File: src/rtl/puf_response_sequencer_pkg.sv
`default_nettype none
// +--------------------------------------------------------------------------+
// | Package : puf_pkg                                                        |
// | Shared constants for the race-PUF response sequencer: FSM state          |
// | encoding, Galois LFSR tap masks per supported challenge width and the    |
// | default timing parameters.                                               |
// | Rev     : 1.0  initial release                                           |
// +--------------------------------------------------------------------------+
package puf_pkg;

    // Default build parameters
    localparam int unsigned c_def_chal_w        = 64;
    localparam int unsigned c_def_resp_bits     = 32;
    localparam int unsigned c_def_race_cycles   = 16;
    localparam int unsigned c_def_settle_cycles = 4;

    // Sequencer state encoding
    localparam int unsigned             c_state_w   = 3;
    localparam logic [c_state_w-1:0]    c_st_idle    = 3'd0;
    localparam logic [c_state_w-1:0]    c_st_load    = 3'd1;
    localparam logic [c_state_w-1:0]    c_st_race    = 3'd2;
    localparam logic [c_state_w-1:0]    c_st_settle  = 3'd3;
    localparam logic [c_state_w-1:0]    c_st_capture = 3'd4;
    localparam logic [c_state_w-1:0]    c_st_done    = 3'd5;

    // Galois tap masks (bit k set => XOR into bit k when the MSB shifts out)
    // 32 : x^32 + x^22 + x^2 + x + 1
    // 64 : x^64 + x^63 + x^61 + x^60 + 1
    // 128: x^128 + x^126 + x^101 + x^99 + 1
    localparam logic [31:0]  c_lfsr_taps_32  = 32'h0040_0007;
    localparam logic [63:0]  c_lfsr_taps_64  = 64'hB000_0000_0000_0001;
    localparam logic [127:0] c_lfsr_taps_128 = 128'h4000_0028_0000_0000_0000_0000_0000_0001;

    // Tap mask for a given width, right-aligned in 128 bits; unsupported
    // widths fall back to a plain feedback into bit 0.
    function automatic logic [127:0] lfsr_taps(input int unsigned width);
        logic [127:0] taps;
        case (width)
            32:      taps = {96'd0, c_lfsr_taps_32};
            64:      taps = {64'd0, c_lfsr_taps_64};
            128:     taps = c_lfsr_taps_128;
            default: taps = 128'd1;
        endcase
        return taps;
    endfunction

    function automatic int unsigned max_u(input int unsigned a, input int unsigned b);
        return (a > b) ? a : b;
    endfunction

endpackage
`default_nettype wire

File: src/rtl/puf_response_sequencer_if.sv
`default_nettype none
// +--------------------------------------------------------------------------+
// | Interface : puf_response_sequencer_if                                    |
// | Bundles the host request/response handshake and the PUF datapath         |
// | signals of the response sequencer.                                       |
// | Rev       : 1.0  initial release                                         |
// +--------------------------------------------------------------------------+
interface puf_response_sequencer_if
    import puf_pkg::*;
#(
    parameter int unsigned CHAL_W    = c_def_chal_w,
    parameter int unsigned RESP_BITS = c_def_resp_bits
);
    logic                 start;
    logic [CHAL_W-1:0]    seed;
    logic [CHAL_W-1:0]    challenge;
    logic                 race_enable;
    logic                 arb_out;
    logic                 busy;
    logic                 done;
    logic [RESP_BITS-1:0] response;

    // Requester side: host command layer plus the arbiter result
    modport master (
        output start, seed, arb_out,
        input  challenge, race_enable, busy, done, response
    );

    // Sequencer side
    modport slave (
        input  start, seed, arb_out,
        output challenge, race_enable, busy, done, response
    );
endinterface
`default_nettype wire

File: src/rtl/puf_response_sequencer_lfsr.sv
`default_nettype none
// +--------------------------------------------------------------------------+
// | Module : challenge_lfsr                                                  |
// | Registered challenge generator: load a seed, step a left-shifting        |
// | Galois LFSR, or hold. A zero state is legal and stays zero.              |
// | Rev    : 1.0  initial release                                            |
// +--------------------------------------------------------------------------+
module challenge_lfsr
    import puf_pkg::*;
#(
    parameter int unsigned CHAL_W = c_def_chal_w
) (
    input  wire              clk,
    input  wire              reset_n,
    input  wire              i_load,
    input  wire              i_step,
    input  wire [CHAL_W-1:0] i_seed,
    output logic [CHAL_W-1:0] o_challenge
);

    localparam logic [CHAL_W-1:0] c_taps = CHAL_W'(lfsr_taps(CHAL_W));

    logic [CHAL_W-1:0] r_chal;
    logic [CHAL_W-1:0] w_next;

    // Next LFSR state: shift left, fold taps in when the MSB falls out
    always_comb begin
        w_next = {r_chal[CHAL_W-2:0], 1'b0};
        if (r_chal[CHAL_W-1]) begin
            w_next = w_next ^ c_taps;
        end
    end

    // Challenge register; load has priority over step, otherwise hold
    always_ff @(posedge clk or negedge reset_n) begin
        if (!reset_n) begin
            r_chal <= '0;
        end else if (i_load) begin
            r_chal <= i_seed;
        end else if (i_step) begin
            r_chal <= w_next;
        end
    end

    assign o_challenge = r_chal;

endmodule
`default_nettype wire

File: src/rtl/puf_response_sequencer.sv
`default_nettype none
// +--------------------------------------------------------------------------+
// | Module : puf_response_sequencer                                          |
// | Drives the delay-based race PUF one bit at a time: load challenge,       |
// | race, settle, capture arbiter result, advance LFSR; repeats RESP_BITS    |
// | times from a single seed and reports the response with a done pulse.     |
// | Rev    : 1.0  initial release                                            |
// +--------------------------------------------------------------------------+
module puf_response_sequencer
    import puf_pkg::*;
#(
    parameter int unsigned CHAL_W        = c_def_chal_w,
    parameter int unsigned RESP_BITS     = c_def_resp_bits,
    parameter int unsigned RACE_CYCLES   = c_def_race_cycles,
    parameter int unsigned SETTLE_CYCLES = c_def_settle_cycles
) (
    input  wire                     clk,
    input  wire                     reset_n,
    puf_response_sequencer_if.slave bus
);

    // One counter serves both the race and the settle phase
    localparam int unsigned c_cnt_max = max_u(RACE_CYCLES, SETTLE_CYCLES);
    localparam int unsigned c_cnt_w   = $clog2(c_cnt_max + 1);
    localparam int unsigned c_idx_w   = $clog2(RESP_BITS) + 1;

    localparam logic [c_cnt_w-1:0] c_race_last   = c_cnt_w'(RACE_CYCLES - 1);
    localparam logic [c_cnt_w-1:0] c_settle_last = c_cnt_w'(SETTLE_CYCLES - 1);
    localparam logic [c_idx_w-1:0] c_bit_last    = c_idx_w'(RESP_BITS - 1);

    logic [c_state_w-1:0] r_state;
    logic [c_state_w-1:0] w_state_nxt;
    logic [c_cnt_w-1:0]   r_cnt;
    logic [c_cnt_w-1:0]   w_cnt_nxt;
    logic [c_idx_w-1:0]   r_bit_idx;
    logic [c_idx_w-1:0]   w_bit_idx_nxt;
    logic [RESP_BITS-1:0] r_response;
    logic [RESP_BITS-1:0] w_response_nxt;
    logic                 r_race_en;
    logic                 w_race_en_nxt;
    logic                 r_busy;
    logic                 w_busy_nxt;
    logic                 r_done;
    logic                 w_done_nxt;
    logic                 w_lfsr_load;
    logic                 w_lfsr_step;
    logic [CHAL_W-1:0]    w_challenge;

    // Challenge source; only moves on accepted start (load) or capture (step)
    challenge_lfsr #(
        .CHAL_W (CHAL_W)
    ) u_challenge_lfsr (
        .clk         (clk),
        .reset_n     (reset_n),
        .i_load      (w_lfsr_load),
        .i_step      (w_lfsr_step),
        .i_seed      (bus.seed),
        .o_challenge (w_challenge)
    );

    // State and registered outputs; async reset drops race_enable at once
    always_ff @(posedge clk or negedge reset_n) begin
        if (!reset_n) begin
            r_state    <= c_st_idle;
            r_cnt      <= '0;
            r_bit_idx  <= '0;
            r_response <= '0;
            r_race_en  <= 1'b0;
            r_busy     <= 1'b0;
            r_done     <= 1'b0;
        end else begin
            r_state    <= w_state_nxt;
            r_cnt      <= w_cnt_nxt;
            r_bit_idx  <= w_bit_idx_nxt;
            r_response <= w_response_nxt;
            r_race_en  <= w_race_en_nxt;
            r_busy     <= w_busy_nxt;
            r_done     <= w_done_nxt;
        end
    end

    // Next-state and next-output decode for the per-bit sequence
    always_comb begin
        w_state_nxt    = r_state;
        w_cnt_nxt      = r_cnt;
        w_bit_idx_nxt  = r_bit_idx;
        w_response_nxt = r_response;
        w_race_en_nxt  = r_race_en;
        w_busy_nxt     = r_busy;
        w_done_nxt     = 1'b0;
        w_lfsr_load    = 1'b0;
        w_lfsr_step    = 1'b0;

        case (r_state)
            c_st_idle: begin
                // Only IDLE looks at start; no queuing elsewhere
                if (bus.start) begin
                    w_state_nxt    = c_st_load;
                    w_lfsr_load    = 1'b1;
                    w_bit_idx_nxt  = '0;
                    w_response_nxt = '0;
                    w_busy_nxt     = 1'b1;
                end
            end

            c_st_load: begin
                // Challenge has been stable for a full cycle before launch
                w_state_nxt   = c_st_race;
                w_race_en_nxt = 1'b1;
                w_cnt_nxt     = '0;
            end

            c_st_race: begin
                if (r_cnt == c_race_last) begin
                    w_state_nxt   = c_st_settle;
                    w_race_en_nxt = 1'b0;
                    w_cnt_nxt     = '0;
                end else begin
                    w_cnt_nxt = r_cnt + 1'b1;
                end
            end

            c_st_settle: begin
                if (r_cnt == c_settle_last) begin
                    w_state_nxt = c_st_capture;
                    w_cnt_nxt   = '0;
                end else begin
                    w_cnt_nxt = r_cnt + 1'b1;
                end
            end

            c_st_capture: begin
                for (int i = 0; i < int'(RESP_BITS); i++) begin
                    if (r_bit_idx == c_idx_w'(i)) begin
                        w_response_nxt[i] = bus.arb_out;
                    end
                end
                w_lfsr_step = 1'b1;
                if (r_bit_idx == c_bit_last) begin
                    w_state_nxt = c_st_done;
                end else begin
                    w_bit_idx_nxt = r_bit_idx + 1'b1;
                    w_state_nxt   = c_st_load;
                end
            end

            c_st_done: begin
                w_done_nxt  = 1'b1;
                w_busy_nxt  = 1'b0;
                w_state_nxt = c_st_idle;
            end

            default: begin
                w_state_nxt   = c_st_idle;
                w_race_en_nxt = 1'b0;
                w_busy_nxt    = 1'b0;
                w_cnt_nxt     = '0;
            end
        endcase
    end

    assign bus.challenge   = w_challenge;
    assign bus.race_enable = r_race_en;
    assign bus.busy        = r_busy;
    assign bus.done        = r_done;
    assign bus.response    = r_response;

endmodule
`default_nettype wire

File: src/flat_wrapper.sv
// flat-port wrapper written by rule: the top's interface ports become plain ports
module puf_response_sequencer_flat import puf_pkg::*;
#(
    parameter int unsigned CHAL_W        = c_def_chal_w,
    parameter int unsigned RESP_BITS     = c_def_resp_bits,
    parameter int unsigned RACE_CYCLES   = c_def_race_cycles,
    parameter int unsigned SETTLE_CYCLES = c_def_settle_cycles
)
  (clk, reset_n, bus_start, bus_seed, bus_arb_out, bus_challenge, bus_race_enable, bus_busy, bus_done, bus_response);
  puf_response_sequencer_if #(.CHAL_W(CHAL_W), .RESP_BITS(RESP_BITS)) bus_i ();
  input  wire clk;
  input  wire reset_n;
  input wire logic [$bits(bus_i.start)-1:0] bus_start;
  input wire logic [$bits(bus_i.seed)-1:0] bus_seed;
  input wire logic [$bits(bus_i.arb_out)-1:0] bus_arb_out;
  output wire logic [$bits(bus_i.challenge)-1:0] bus_challenge;
  output wire logic [$bits(bus_i.race_enable)-1:0] bus_race_enable;
  output wire logic [$bits(bus_i.busy)-1:0] bus_busy;
  output wire logic [$bits(bus_i.done)-1:0] bus_done;
  output wire logic [$bits(bus_i.response)-1:0] bus_response;
  assign bus_i.start = bus_start;
  assign bus_i.seed = bus_seed;
  assign bus_i.arb_out = bus_arb_out;
  assign bus_challenge = bus_i.challenge;
  assign bus_race_enable = bus_i.race_enable;
  assign bus_busy = bus_i.busy;
  assign bus_done = bus_i.done;
  assign bus_response = bus_i.response;
  puf_response_sequencer #(.CHAL_W(CHAL_W), .RESP_BITS(RESP_BITS), .RACE_CYCLES(RACE_CYCLES), .SETTLE_CYCLES(SETTLE_CYCLES)) u_core (.clk(clk), .reset_n(reset_n), .bus(bus_i));
endmodule
File: config.mk
export PLATFORM = sky130hd
export DESIGN_NAME = puf_response_sequencer_flat
export DESIGN_NICKNAME = d
export VERILOG_FILES = /design/src/rtl/puf_response_sequencer_pkg.sv /design/src/rtl/puf_response_sequencer_if.sv /design/src/rtl/puf_response_sequencer_lfsr.sv /design/src/rtl/puf_response_sequencer.sv /design/src/flat_wrapper.sv
export SDC_FILE = /design/constraint.sdc
export NUM_CORES = 1
export LEC_CHECK = 0
export BUFFER_PORTS_ARGS = -buffer_cell sky130_fd_sc_hd__buf_4
export CORE_MARGIN = 4
export CORE_UTILIZATION = 55
export CTS_CLUSTER_SIZE = 28
export DETAILED_ROUTE_END_ITERATION = 6
export HOLD_SLACK_MARGIN = 0.08
export PLACE_DENSITY = 0.89
export SYNTH_ARGS = -nofsm -noshare
export SYNTH_HDL_FRONTEND = slang
export SYNTH_SLANG_ARGS = --single-unit
File: constraint.sdc
create_clock -name clk -period 3.7 [get_ports clk]
set_input_delay 0.555 -clock clk [delete_from_list [all_inputs] [get_ports clk]]
set_output_delay 0.555 -clock clk [all_outputs]
set_load 0.005 [all_outputs]
==> results.tsv, run 1 <==
stage	metric	value	unit
pwr	part of the power in registers	42.2	%
outcome	status	finished, final reports clean	
timing	Fin. Hold Viols	0	
yosys	sequential element share of the synthesized area	54.7	%
pwr	Tot Pwr	3.15	mW
placement	PortBufs	166	
timing	Final min period	2.51	ns
timing	Rel. slew slack	25.2	%
critical_path	startpoint types	flop	
cells_and_area	Area Growth Syn to Fin	35.8	%
timing	Clock Skews	0.00626	ns
clock_tree	CTS resizes	0	
route	antenna viol nets, final	0	
critical_path	CP Capture Type	flop	
timing	Max Slew Vio Count	0	
critical_path	Critical Path RT	4.14	ns
critical_path	CP max-delay cell	nand2_1	
floorplanning	Rows	35	
placement	DP HPWL	9.49	mm
floorplanning	die width	105	um
global_routing	largest net degree at the start of global routing	76	
critical_path	Reg2Reg Setup Slack	1.19	ns
pwr	Leakage Power	3.72	nW
route	drt total wl	14.2	mm
placement	GPL Wtd Cong	0.869	
global_routing	total global-route track usage	26.5	%
clock_tree	cts hold-fix bufs	0	
floorplanning	Die ar.	0.0110	mm2
run	Max Cap Viol	0	
yosys	YS warnings	0	
route	1st-iter DRT viols	371	
route	wire per inst	17.7	um
route	number of remaining DRC errors	0	
clock_tree	CTS tree	done	
critical_path	cell family with most CP delay	simple AND/OR/NAND/NOR gates	
timing	slew of the pin with the lowest slew margin	1.12	ns
critical_path	crit path DAT	2.95	ns
floorplanning	Die Y	105	um
critical_path	crit path max fanout	35	
pwr	Int Pwr	2.45	mW
pwr	NetSw	0.696	mW
cells_and_area	fraction of layout instances using a drive strength above 1	30.4	%
cells_and_area	nets	753	
clock_tree	clk_lat worst skew	0.51	ns
yosys	Synth cell types	44	
clock_tree	clk slew on worst S/H paths	0.06	ns
critical_path	Crit Path Class	flop to flop	
route	drt pass-1 iters	5	
yosys	Synth Register Bits	113	
yosys	cells after synthesis	527	
timing	fmax	399	MHz
route	vias per cell	5.80	
global_routing	initial antenna violation count	0	
pwr	pwr dens	448	mW/mm2
clock_tree	Setup Buffers After CTS	0	
pwr	Logic pwr share	6.6	%
yosys	top_reg_cell synth	dfrtp_1	
yosys	Syn Area/Cell	9.81	um2
yosys	number of enable flip-flop cells after synthesis	0	
global_routing	first-pass GRT wire length	23.7	mm
pwr	Peak VDD IR	0.329	mV
yosys	Mapped Area	0.00517	mm2
timing	RSZ-0062 raised after global routing	false	
critical_path	worst-path cell chain	nor3b_2 > buf_4 > nand2_1 > a21oi_1 > a31o_2	
floorplanning	Initial Util	56.2	%
floorplanning	io pins	167	
clock_tree	clk sink count	113	
clock_tree	H-tree level count	4	
yosys	syn nets	602	
timing	Fin Hold WS	0.185	ns
timing	Sum Neg Setup Slack	0	ns
timing	final setup vio count	0	
yosys	share of flip-flops with an asynchronous set or reset	100	%
pwr	switch share	22.1	%
floorplanning	core footprint	0.00920	mm2
clock_tree	clk root buf	clkbuf_8	
cells_and_area	post-route cell area	0.00702	mm2
clock_tree	Max clock buf depth	2	
min_path	HP Class	primary input to asynchronous set/reset pin	
cells_and_area	diodes inserted	0	
critical_path	Crit path largest cell delay	0.64	ns
timing	Period Utilization, post-route	67.7	%
global_routing	number of global-route vias before repair	4778	
route	Vias	4648	
critical_path	Worst Path Buf+Inv	1	
cells_and_area	# fillers	595	
global_routing	Overflow after GRT	0	
placement	Cell Area, Placed	0.00644	mm2
pwr	clock power share	51.2	%
clock_tree	CTS buffer count	17	
## cells in the final DEF, fill, tap and decap left out, drive strengths merged, types with 7 or more instances in the layout
cell,n
a22oi,60
buf,173
clkbuf,20
dfrtp,113
ha,7
inv,8
mux2i,31
nand2,161
nand3,34
nor2,12
o21ai,9
## synthesized netlist by cell type, drive strengths merged, types with 2 or more instances
| library cell | n | area (um2) |
|---|---|---|
| a211oi | 2 | 15.0 |
| a21o | 2 | 15.0 |
| a21oi | 4 | 20.0 |
| a221o | 2 | 20.0 |
| a22o | 2 | 17.5 |
| a22oi | 60 | 450 |
| a31oi | 2 | 12.5 |
| and2 | 2 | 12.5 |
| and3 | 2 | 12.5 |
| buf | 21 | 108 |
| clkbuf | 20 | 75.1 |
| dfrtp | 113 | 2830 |
| ha | 7 | 87.6 |
| inv | 8 | 30.0 |
| mux2i | 31 | 310 |
| nand2 | 161 | 604 |
| nand3 | 34 | 170 |
| nand3b | 2 | 15.0 |
| nor2 | 12 | 45.0 |
| nor2b | 5 | 31.3 |
| nor3 | 3 | 37.5 |
| nor4b | 3 | 41.3 |
| o21ai | 9 | 45.0 |
| o311ai | 2 | 17.5 |
| o41ai | 2 | 17.5 |
| xnor2 | 2 | 17.5 |
## layer usage
layer | global-route usage (%) | wire length [um] | up-vias
met3 | 8.59 | 1170 | 26
met4 | 8.90 | 246 | 0
met5 | 0 | 0 | -
met2 | 43.9 | 7190 | 213
met1 | 32.8 | 5600 | 2286
li1 | - | - | 2123
## registers in the layout, summed over array words and instances, names as in the netlist
register	count
u_core.bus.response	32
u_core.r_state	3
u_core.r_cnt	5
u_core.bus.done	1
u_core.bus.race_enable	1
u_core.r_bit_idx	6
u_core.bus.busy	1
u_core.u_challenge_lfsr.o_challenge	64
## cell families after synthesis
family                     after synthesis  share of synthesized area [%]
AOI/OAI and AO/OA                       94                           13.3
xor gates and xnor gates                 2                          0.339
muxes                                   32                           6.22
DFF                                    113                           54.7
and+or+nand+nor                        230                           19.6
adders and majority gates                7                           1.69
buffers and inverters                   49                           4.11
## metrics by stage
step | std cells | utilization [%] | worst slack, ns
2_1_floorplan | 527 | - | 1.84
3_3_place_gp | 770 | 70.0 | 1.29
3_5_place_dp | 770 | 70.0 | 1.22
4_1_cts | 801 | 76.3 | 1.20
5_1_grt | 801 | 76.3 | 0.941
6_report | 801 | 76.3 | 1.19
## final timing paths
path,startpoint,end,depth (start not counted)
max,u_core.r_state[2]$_DFFE_PN0P_,u_core.bus.response[31]$_DFFE_PN0P_,5
min,reset_n,u_core.bus.response[20]$_DFFE_PN0P_,1
max reg2reg,u_core.r_state[2]$_DFFE_PN0P_,u_core.bus.response[31]$_DFFE_PN0P_,5
min reg2reg,u_core.bus.response[15]$_DFFE_PN0P_,u_core.bus.response[15]$_DFFE_PN0P_,1
max in group asynchronous,reset_n,u_core.u_challenge_lfsr.o_challenge[19]$_DFFE_PN0P_,2
min in group clk,bus_seed[63],u_core.u_challenge_lfsr.o_challenge[63]$_DFFE_PN0P_,3
## power groups by stage
stage,combinational (mW),sequential (mW),clock (mW)
3_5_place_dp,0.211,1.34,0
5_1_grt,0.231,1.33,1.67
2_1_floorplan,0.0446,1.34,0
3_3_place_gp,0.203,1.34,0
6_report,0.208,1.33,1.61
4_1_cts,0.212,1.33,1.62
## cell type report
class / count / area (um2) / area share (%)
well taps: 111 / 139 / 1.98
flip-flops and latches: 113 / 2830 / 40.3
inverters: 8 / 30.0 / 0.428
repair buffers: 173 / 1300 / 18.5
clock buffers: 20 / 445 / 6.34
clock inverters: 11 / 138 / 1.96
multi-input cells: 365 / 2140 / 30.5
No activity file was read; power rests on OpenSTA's default activity.
==> run 2: changes to the inputs <==
--- a/config.mk
+++ b/config.mk
@@ -7,11 +7,11 @@
 export LEC_CHECK = 0
 export BUFFER_PORTS_ARGS = -buffer_cell sky130_fd_sc_hd__buf_4
 export CORE_MARGIN = 4
-export CORE_UTILIZATION = 55
+export CORE_UTILIZATION = 51
 export CTS_CLUSTER_SIZE = 28
 export DETAILED_ROUTE_END_ITERATION = 6
 export HOLD_SLACK_MARGIN = 0.08
-export PLACE_DENSITY = 0.89
+export PLACE_DENSITY = 0.83
 export SYNTH_ARGS = -nofsm -noshare
 export SYNTH_HDL_FRONTEND = slang
 export SYNTH_SLANG_ARGS = --single-unit
==> constraint.sdc (replaced) <==
create_clock -name clk -period 2.43 [get_ports clk]
set_input_delay 0.3645 -clock clk [delete_from_list [all_inputs] [get_ports clk]]
set_output_delay 0.3645 -clock clk [all_outputs]
set_load 0.005 [all_outputs]
==> results.tsv, run 2 (synthesis results as in run 1) <==
stage	metric	value	unit	change
global_routing	first-pass GRT wire length	23.6	mm	-0.23%
critical_path	worst-path cell chain	ha_1 > nand3_1 > inv_1 > ha_1 > nor2b_1 > a211oi_1 > a21o_1 > a22o_1		
timing	Clock Skews	0.00942	ns	+0.00316 ns
floorplanning	Die Y	109	um	+3.6%
run	Max Cap Viol	0		unchanged
cells_and_area	Area Growth Syn to Fin	40.5	%	
route	antenna viol nets, final	0		unchanged
floorplanning	Rows	36		+2.9%
global_routing	Overflow after GRT	0		unchanged
route	wire per inst	17.6	um	-0.87%
outcome	status	finished, final reports clean		
timing	Final min period	2.12	ns	-0.391 ns
cells_and_area	post-route cell area	0.00726	mm2	+3.5%
global_routing	number of global-route vias before repair	4783		+0.10%
timing	RSZ-0062 raised after global routing	false		
clock_tree	Setup Buffers After CTS	0		unchanged
placement	Cell Area, Placed	0.00653	mm2	+1.4%
clock_tree	H-tree level count	4		unchanged
timing	final setup vio count	0		unchanged
global_routing	met2 Usage GRT	42.9	%	-1.0 points
cells_and_area	Largest register FFs	64		unchanged
pwr	Leakage Power	3.82	nW	+2.7%
cells_and_area	# fillers	669		+12%
timing	Sum Neg Setup Slack	0	ns	unchanged
pwr	Tot Pwr	4.84	mW	+54%
critical_path	Reg2Reg Setup Slack	0.31	ns	-0.88 ns
floorplanning	Initial Util	52.7	%	-3.6 points
timing	fmax	473	MHz	+18%
placement	GPL Wtd Cong	0.826		-4.9%
global_routing	largest net degree at the start of global routing	68		-11%
timing	Fin. Hold Viols	0		unchanged
route	drt total wl	14.8	mm	+4.5%
clock_tree	clk_lat worst skew	0.50	ns	about the same
global_routing	initial antenna violation count	0		unchanged
route	vias per cell	5.61		-3.4%
critical_path	Critical Path RT	2.87	ns	-1.27 ns
global_routing	total global-route track usage	25.6	%	-0.84 points
clock_tree	clk slew on worst S/H paths	0.06	ns	about the same
route	number of remaining DRC errors	0		unchanged
critical_path	crit path max fanout	5		-86%
global_routing	gr busiest metal	met2		
timing	setup slack after layout	0.315	ns	-0.879 ns
min_path	worst hold stages	3		
critical_path	CP max-delay cell	a211oi_1		
timing	Rel. slew slack	57.8	%	+33 points
timing	Period Utilization, post-route	87.0	%	+19 points
floorplanning	core footprint	0.00982	mm2	+6.8%
clock_tree	clk root buf	clkbuf_8		
clock_tree	Max clock buf depth	2		unchanged
min_path	min-delay src	bus_seed[51]		
global_routing	met1 Use GR	32.8	%	+0.051 points
route	1st-iter DRT viols	409		+10%
cells_and_area	leading cell type in the layout, fill and taps excluded	buf_4		
critical_path	Crit path largest cell delay	0.52	ns	-0.12 ns
timing	Max Slew Vio Count	0		unchanged
global_routing	met3 Use GR	7.64	%	-0.95 points
floorplanning	Die ar.	0.0118	mm2	+7.2%
floorplanning	io pins	167		unchanged
critical_path	cell mode on critical path	ha_1		
clock_tree	CTS buffer count	17		unchanged
clock_tree	CTS tree	done		
critical_path	Reg-to-Reg Start	u_core.r_cnt[0]$_DFFE_PN0N_		
cells_and_area	nets	774		+2.8%
cells_and_area	fraction of layout instances using a drive strength above 1	30.5	%	+0.086 points
clock_tree	clk sink count	113		unchanged
clock_tree	cts hold-fix bufs	13		+13
critical_path	Crit Path Class	flop to flop		
route	Vias	4731		+1.8%
pwr	Peak VDD IR	0.590	mV	+79%
critical_path	crit path DAT	2.55	ns	-0.40 ns
placement	pre-CTS WS	0.393	ns	-0.825 ns
placement	PortBufs	166		unchanged
cells_and_area	most frequent cells in the layout	179 x buf_4, 161 x nand2_1, 113 x dfrtp_1, 60 x a22oi_1, 34 x nand3_1		
clock_tree	CTS resizes	0		unchanged
placement	DP HPWL	9.79	mm	+3.1%
critical_path	CP Capture Type	flop		
critical_path	Worst setup startpoint	u_core.r_cnt[0]$_DFFE_PN0N_		
min_path	HP Class	primary input to flop		
route	drt pass-1 iters	5		unchanged
cells_and_area	diodes inserted	0		unchanged
floorplanning	die width	109	um	+3.6%
critical_path	startpoint types	flop		
critical_path	worst reg-to-reg path cell count	8		+3
timing	slew of the pin with the lowest slew margin	0.629	ns	-0.490 ns
pwr	pwr dens	667	mW/mm2	+49%
==> run 2: critical path: cells and delay by family (launching register included) <==
family          cells  cell delay (ns)
buf+inv             1             0.06
flops               1             0.40
compound gates      3             0.84
simple gates        2             0.29
fa+ha+maj           2             0.46
==> run 2: worst paths after layout <==
kind	to
hold / removal	u_core.u_challenge_lfsr.o_challenge[51]$_DFFE_PN0P_
max in group asynchronous	u_core.r_cnt[4]$_DFFE_PN0N_
min in group asynchronous	u_core.bus.response[11]$_DFFE_PN0P_
setup / recovery	u_core.r_cnt[3]$_DFFE_PN0N_
setup reg to reg	u_core.r_cnt[3]$_DFFE_PN0N_
hold reg to reg	u_core.bus.response[15]$_DFFE_PN0P_
==> run 2: report_power, final <==
part           internal, mW  leakage, nW  switching (mW)
logic                 0.198         2.07           0.142
registers              1.95         1.47          0.0717
clock network          1.63        0.290           0.851
total                  3.78         3.82            1.06
==> run 2: cell type report <==
cell class                      count  area, um2  share of cell area (%)
Tap cell                          133        166                    2.29
Sequential cell                   113       2830                    38.9
Inverter                            8       30.0                   0.413
Clock buffer                       21        459                    6.32
Clock inverter                     10        134                    1.84
Multi-Input combinational cell    365       2140                    29.5
Timing Repair Buffer              194       1500                    20.7
==> run 2: metal layers <==
layer | vias to the layer above | part of all wire (%)
li1 | 2173 | -
met2 | 198 | 52
met4 | 0 | 0.88
met5 | - | 0
met3 | 11 | 8.0
met1 | 2349 | 40
==> run 2: per-stage QoR <==
step           utilization, %  hold slack (ns)  instances
2_1_floorplan               -           0.0689        527
3_5_place_dp             66.5            0.214        799
4_1_cts                  73.9           0.0802        843
3_3_place_gp             66.5            0.209        799
6_report                 74.0           0.0926        844
5_1_grt                  74.0           0.0805        844
==> run 3: changes to the inputs <==
--- a/config.mk
+++ b/config.mk
@@ -5,13 +5,15 @@
 export SDC_FILE = /design/constraint.sdc
 export NUM_CORES = 1
 export LEC_CHECK = 0
+export ABC_AREA = 1
+export ABC_CLOCK_PERIOD_IN_PS = 2430
 export BUFFER_PORTS_ARGS = -buffer_cell sky130_fd_sc_hd__buf_4
 export CORE_MARGIN = 4
-export CORE_UTILIZATION = 51
+export CORE_UTILIZATION = 52
 export CTS_CLUSTER_SIZE = 28
 export DETAILED_ROUTE_END_ITERATION = 6
-export HOLD_SLACK_MARGIN = 0.08
-export PLACE_DENSITY = 0.83
+export HOLD_SLACK_MARGIN = 0.15
+export PLACE_DENSITY = 0.84
 export SYNTH_ARGS = -nofsm -noshare
 export SYNTH_HDL_FRONTEND = slang
 export SYNTH_SLANG_ARGS = --single-unit
==> results.tsv, run 3 <==
stage	metric	value	unit	change
timing	Max Slew Vio Count	0		unchanged
yosys	Synth cell types	26		-41%
yosys	mux cell area share after synthesis	0	%	-6.2 points
min_path	worst hold stages	5		+2
yosys	sequential element share of the synthesized area	51.6	%	-3.1 points
global_routing	Overflow after GRT	0		unchanged
yosys	top post-synthesis cells by count	351 x nand2_1, 113 x dfrtp_1, 100 x nand3_1		
pwr	pwr dens	616	mW/mm2	-7.6%
cells_and_area	fin util	78.9	%	+5.0 points
clock_tree	CTS buffer count	17		unchanged
critical_path	Critical Path RT	2.81	ns	-0.06 ns
route	wire per inst	16.5	um	-6.0%
yosys	simple-gate share of the synthesized area	36.7	%	+17 points
global_routing	number of global-route vias before repair	6001		+25%
timing	Clock Skews	0.0133	ns	+0.00383 ns
global_routing	largest net degree at the start of global routing	66		-2.9%
cells_and_area	Largest register FFs	64		unchanged
timing	Final min period	2.04	ns	-0.0791 ns
yosys	Syn Area/Cell	7.70	um2	-21%
floorplanning	io pins	167		unchanged
cells_and_area	most frequent cells in the layout	351 x nand2_1, 171 x buf_4, 113 x dfrtp_1, 100 x nand3_1, 64 x dlygate4sd3_1		
cells_and_area	nets	1009		+30%
min_path	Hold EP	u_core.bus.response[28]$_DFFE_PN0P_		
cells_and_area	Area Growth Syn to Fin	48.1	%	
floorplanning	Die ar.	0.0122	mm2	+3.6%
yosys	post-synthesis xor/xnor area fraction	0.800	%	+0.46 points
clock_tree	clk slew on worst S/H paths	0.06	ns	about the same
timing	Fin. Hold Viols	0		unchanged
placement	PortBufs	166		unchanged
yosys	Synth Register Bits	113		unchanged
global_routing	initial antenna violation count	1		+1
critical_path	cell family with most CP delay	simple AND/OR/NAND/NOR gates		
cells_and_area	multi-input gate area in the final layout	0.00233	mm2	+8.9%
cells_and_area	Non-Filler Instances	1083		+28%
pwr	Tot Pwr	5.00	mW	+3.2%
yosys	Adder-Cell Fraction of Synth Area	1.60	%	-0.095 points
yosys	syn nets	786		+31%
placement	GPL Wtd Cong	0.891		+7.8%
critical_path	R2R Path End	u_core.u_challenge_lfsr.o_challenge[22]$_DFFE_PN0P_		
yosys	share of flip-flops with an asynchronous set or reset	100	%	unchanged
critical_path	CP max-delay cell	buf_4		
global_routing	gr busiest metal	met2		
timing	final setup vio count	0		unchanged
yosys	top_reg_cell synth	dfrtp_1		
clock_tree	clk_lat worst skew	0.52	ns	+0.02 ns
critical_path	Crit Path Class	flop to flop		
yosys	count leader, synth	nand2_1		
cells_and_area	leading cell type in the layout, fill and taps excluded	nand2_1		
floorplanning	Rows	37		+2.8%
clock_tree	H-tree level count	4		unchanged
timing	RSZ-0062 raised after global routing	false		
clock_tree	clk sink count	113		unchanged
timing	setup slack after layout	0.394	ns	+0.0791 ns
yosys	largest family of logic cells by synthesized area	simple AND/OR/NAND/NOR gates		
route	Vias	5921		+25%
critical_path	crit path DAT	2.42	ns	-0.13 ns
route	antenna viol nets, final	0		unchanged
placement	Cell Area, Placed	0.00681	mm2	+4.3%
clock_tree	clk root buf	clkbuf_8		
yosys	area leader, netlist	dfrtp_1		
min_path	HP Class	primary input to flop		
min_path	min-delay src	bus_arb_out		
route	vias per cell	5.47		-2.5%
cells_and_area	fraction of layout instances using a drive strength above 1	22.6	%	-7.9 points
cells_and_area	FF/Latch Area	0.00283	mm2	unchanged
placement	DP HPWL	10.5	mm	+7.1%
floorplanning	die width	111	um	+1.8%
critical_path	Reg-to-Reg Start	u_core.r_state[0]$_DFFE_PN0P_		
timing	fmax	491	MHz	+3.9%
floorplanning	Die Y	111	um	+1.8%
outcome	status	finished, final reports clean		
yosys	cells after synthesis	711		+35%
timing	Period Utilization, post-route	83.8	%	-3.3 points
yosys	Synth Area in Compound Gates	3.22	%	-10 points
timing	Rel. slew slack	53.8	%	-4.0 points
cells_and_area	post-route cell area	0.00811	mm2	+12%
timing	slew of the pin with the lowest slew margin	0.693	ns	+0.0644 ns
clock_tree	CTS tree	done		
clock_tree	CTS resizes	0		unchanged
global_routing	met2 Usage GRT	50.3	%	+7.4 points
floorplanning	core footprint	0.0103	mm2	+4.7%
global_routing	met3 Use GR	9.10	%	+1.5 points
placement	pre-CTS WS	0.453	ns	+0.0596 ns
critical_path	worst-path cell chain	nor2_4 > nand2_1 > nor2_4 > buf_4 > nand2_1 > o21ai_0 > o21ai_0		
route	drt pass-1 iters	6		+1
critical_path	Reg2Reg Setup Slack	0.39	ns	+0.08 ns
critical_path	Worst Path Buf+Inv	1		unchanged
global_routing	total global-route track usage	29.2	%	+3.5 points
critical_path	crit path max fanout	65		+60
floorplanning	Initial Util	53.3	%	+0.64 points
route	drt total wl	17.9	mm	+21%
critical_path	startpoint types	flop		
pwr	Peak VDD IR	0.455	mV	-23%
yosys	YS warnings	0		unchanged
global_routing	met1 Use GR	33.4	%	+0.59 points
clock_tree	Max clock buf depth	2		unchanged
yosys	synth top area cells	dfrtp_1 52%, nand2_1 24%, nand3_1 9.1%		
timing	Sum Neg Setup Slack	0	ns	unchanged
placement	Placed Cells	987		+24%
yosys	number of enable flip-flop cells after synthesis	0		unchanged
run	Max Cap Viol	0		unchanged
pwr	Leakage Power	4.05	nW	+5.9%
yosys	top-area cell type share of the netlist area	51.6	%	-3.1 points
critical_path	CP Capture Type	flop		
timing	Fin Hold WS	0.245	ns	+0.153 ns
route	number of remaining DRC errors	0		unchanged
critical_path	worst reg-to-reg path cell count	7		-1
yosys	Mapped Area	0.00548	mm2	+5.9%
cells_and_area	# fillers	611		-8.7%
route	1st-iter DRT viols	468		+14%
global_routing	first-pass GRT wire length	29.3	mm	+24%
critical_path	Crit path largest cell delay	0.53	ns	about the same
==> run 3: changes by cell type in the layout (fill, tap and decap cells not counted), sizes merged, moves of 8 or more <==
cell	change
mux2i	-31
a22oi	-60
nand3	+66
dlygate4sd3	+50
nand2	+192
o211ai	+8
nor2	+17
inv	+29
==> run 3: layout make-up <==
| type | instances | area share, % |
|---|---|---|
| Clock inverter | 10 | 2.55 |
| Sequential cell | 113 | 34.9 |
| Multi-Input combinational cell | 527 | 28.8 |
| Antenna cell | 1 | 0.0308 |
| Clock buffer | 21 | 5.54 |
| Timing Repair Buffer | 238 | 24.5 |
| Inverter | 37 | 1.71 |
| Tap cell | 136 | 2.10 |
==> run 3: kinds of logic after synthesis <==
kind of cell / after synthesis
adder cells (fa/ha/maj): 7
buffers and inverters: 71
XOR/XNOR: 5
AND/OR/NAND/NOR: 486
flip-flops: 113
AO/OA/AOI/OAI: 29
==> run 3: worst register-to-register path, cell delays in order (launching register included) <==
cell     delay (ns)
dfrtp_1        0.49
nor2_4         0.20
nand2_1        0.15
nor2_4         0.12
buf_4          0.53
nand2_1        0.17
o21ai_0        0.13
o21ai_0        0.13
==> run 3: what timing repair did <==
item | CTS | global route
setup buffers | 0 | 0
setup endpoints to repair | 0 | 0
hold endpoints to repair | 114 | 0
hold buffers | 64 | 0
==> run 3: where the power goes <==
group | switching (mW) | total, mW | internal (mW)
combinational | 0.108 | 0.293 | 0.185
clock | 0.860 | 2.78 | 1.92
sequential | 0.0175 | 1.93 | 1.91
total | 0.985 | 5.00 | 4.01
==> run 3: how the worst max path moves through the flow <==
stage,from,end,slack (ns),cells after the start
after global routing,u_core.r_state[0]$_DFFE_PN0P_,u_core.u_challenge_lfsr.o_challenge[22]$_DFFE_PN0P_,0.24,7
after floorplan,u_core.r_bit_idx[1]$_DFFE_PN0P_,u_core.r_bit_idx[3]$_DFFE_PN0P_,1.02,8
after detailed placement,u_core.r_state[0]$_DFFE_PN0P_,u_core.u_challenge_lfsr.o_challenge[22]$_DFFE_PN0P_,0.45,7
final,u_core.r_state[0]$_DFFE_PN0P_,u_core.u_challenge_lfsr.o_challenge[22]$_DFFE_PN0P_,0.39,7
after global placement,u_core.r_state[0]$_DFFE_PN0P_,u_core.u_challenge_lfsr.o_challenge[22]$_DFFE_PN0P_,0.60,7
after CTS,u_core.r_state[0]$_DFFE_PN0P_,u_core.u_challenge_lfsr.o_challenge[22]$_DFFE_PN0P_,0.43,7
==> run 3: routing by layer <==
layer / wire [um] / share of wire, %
met1: 6530 / 36
met2: 9100 / 51
met3: 1640 / 9.1
met4: 630 / 3.5
met5: 0 / 0
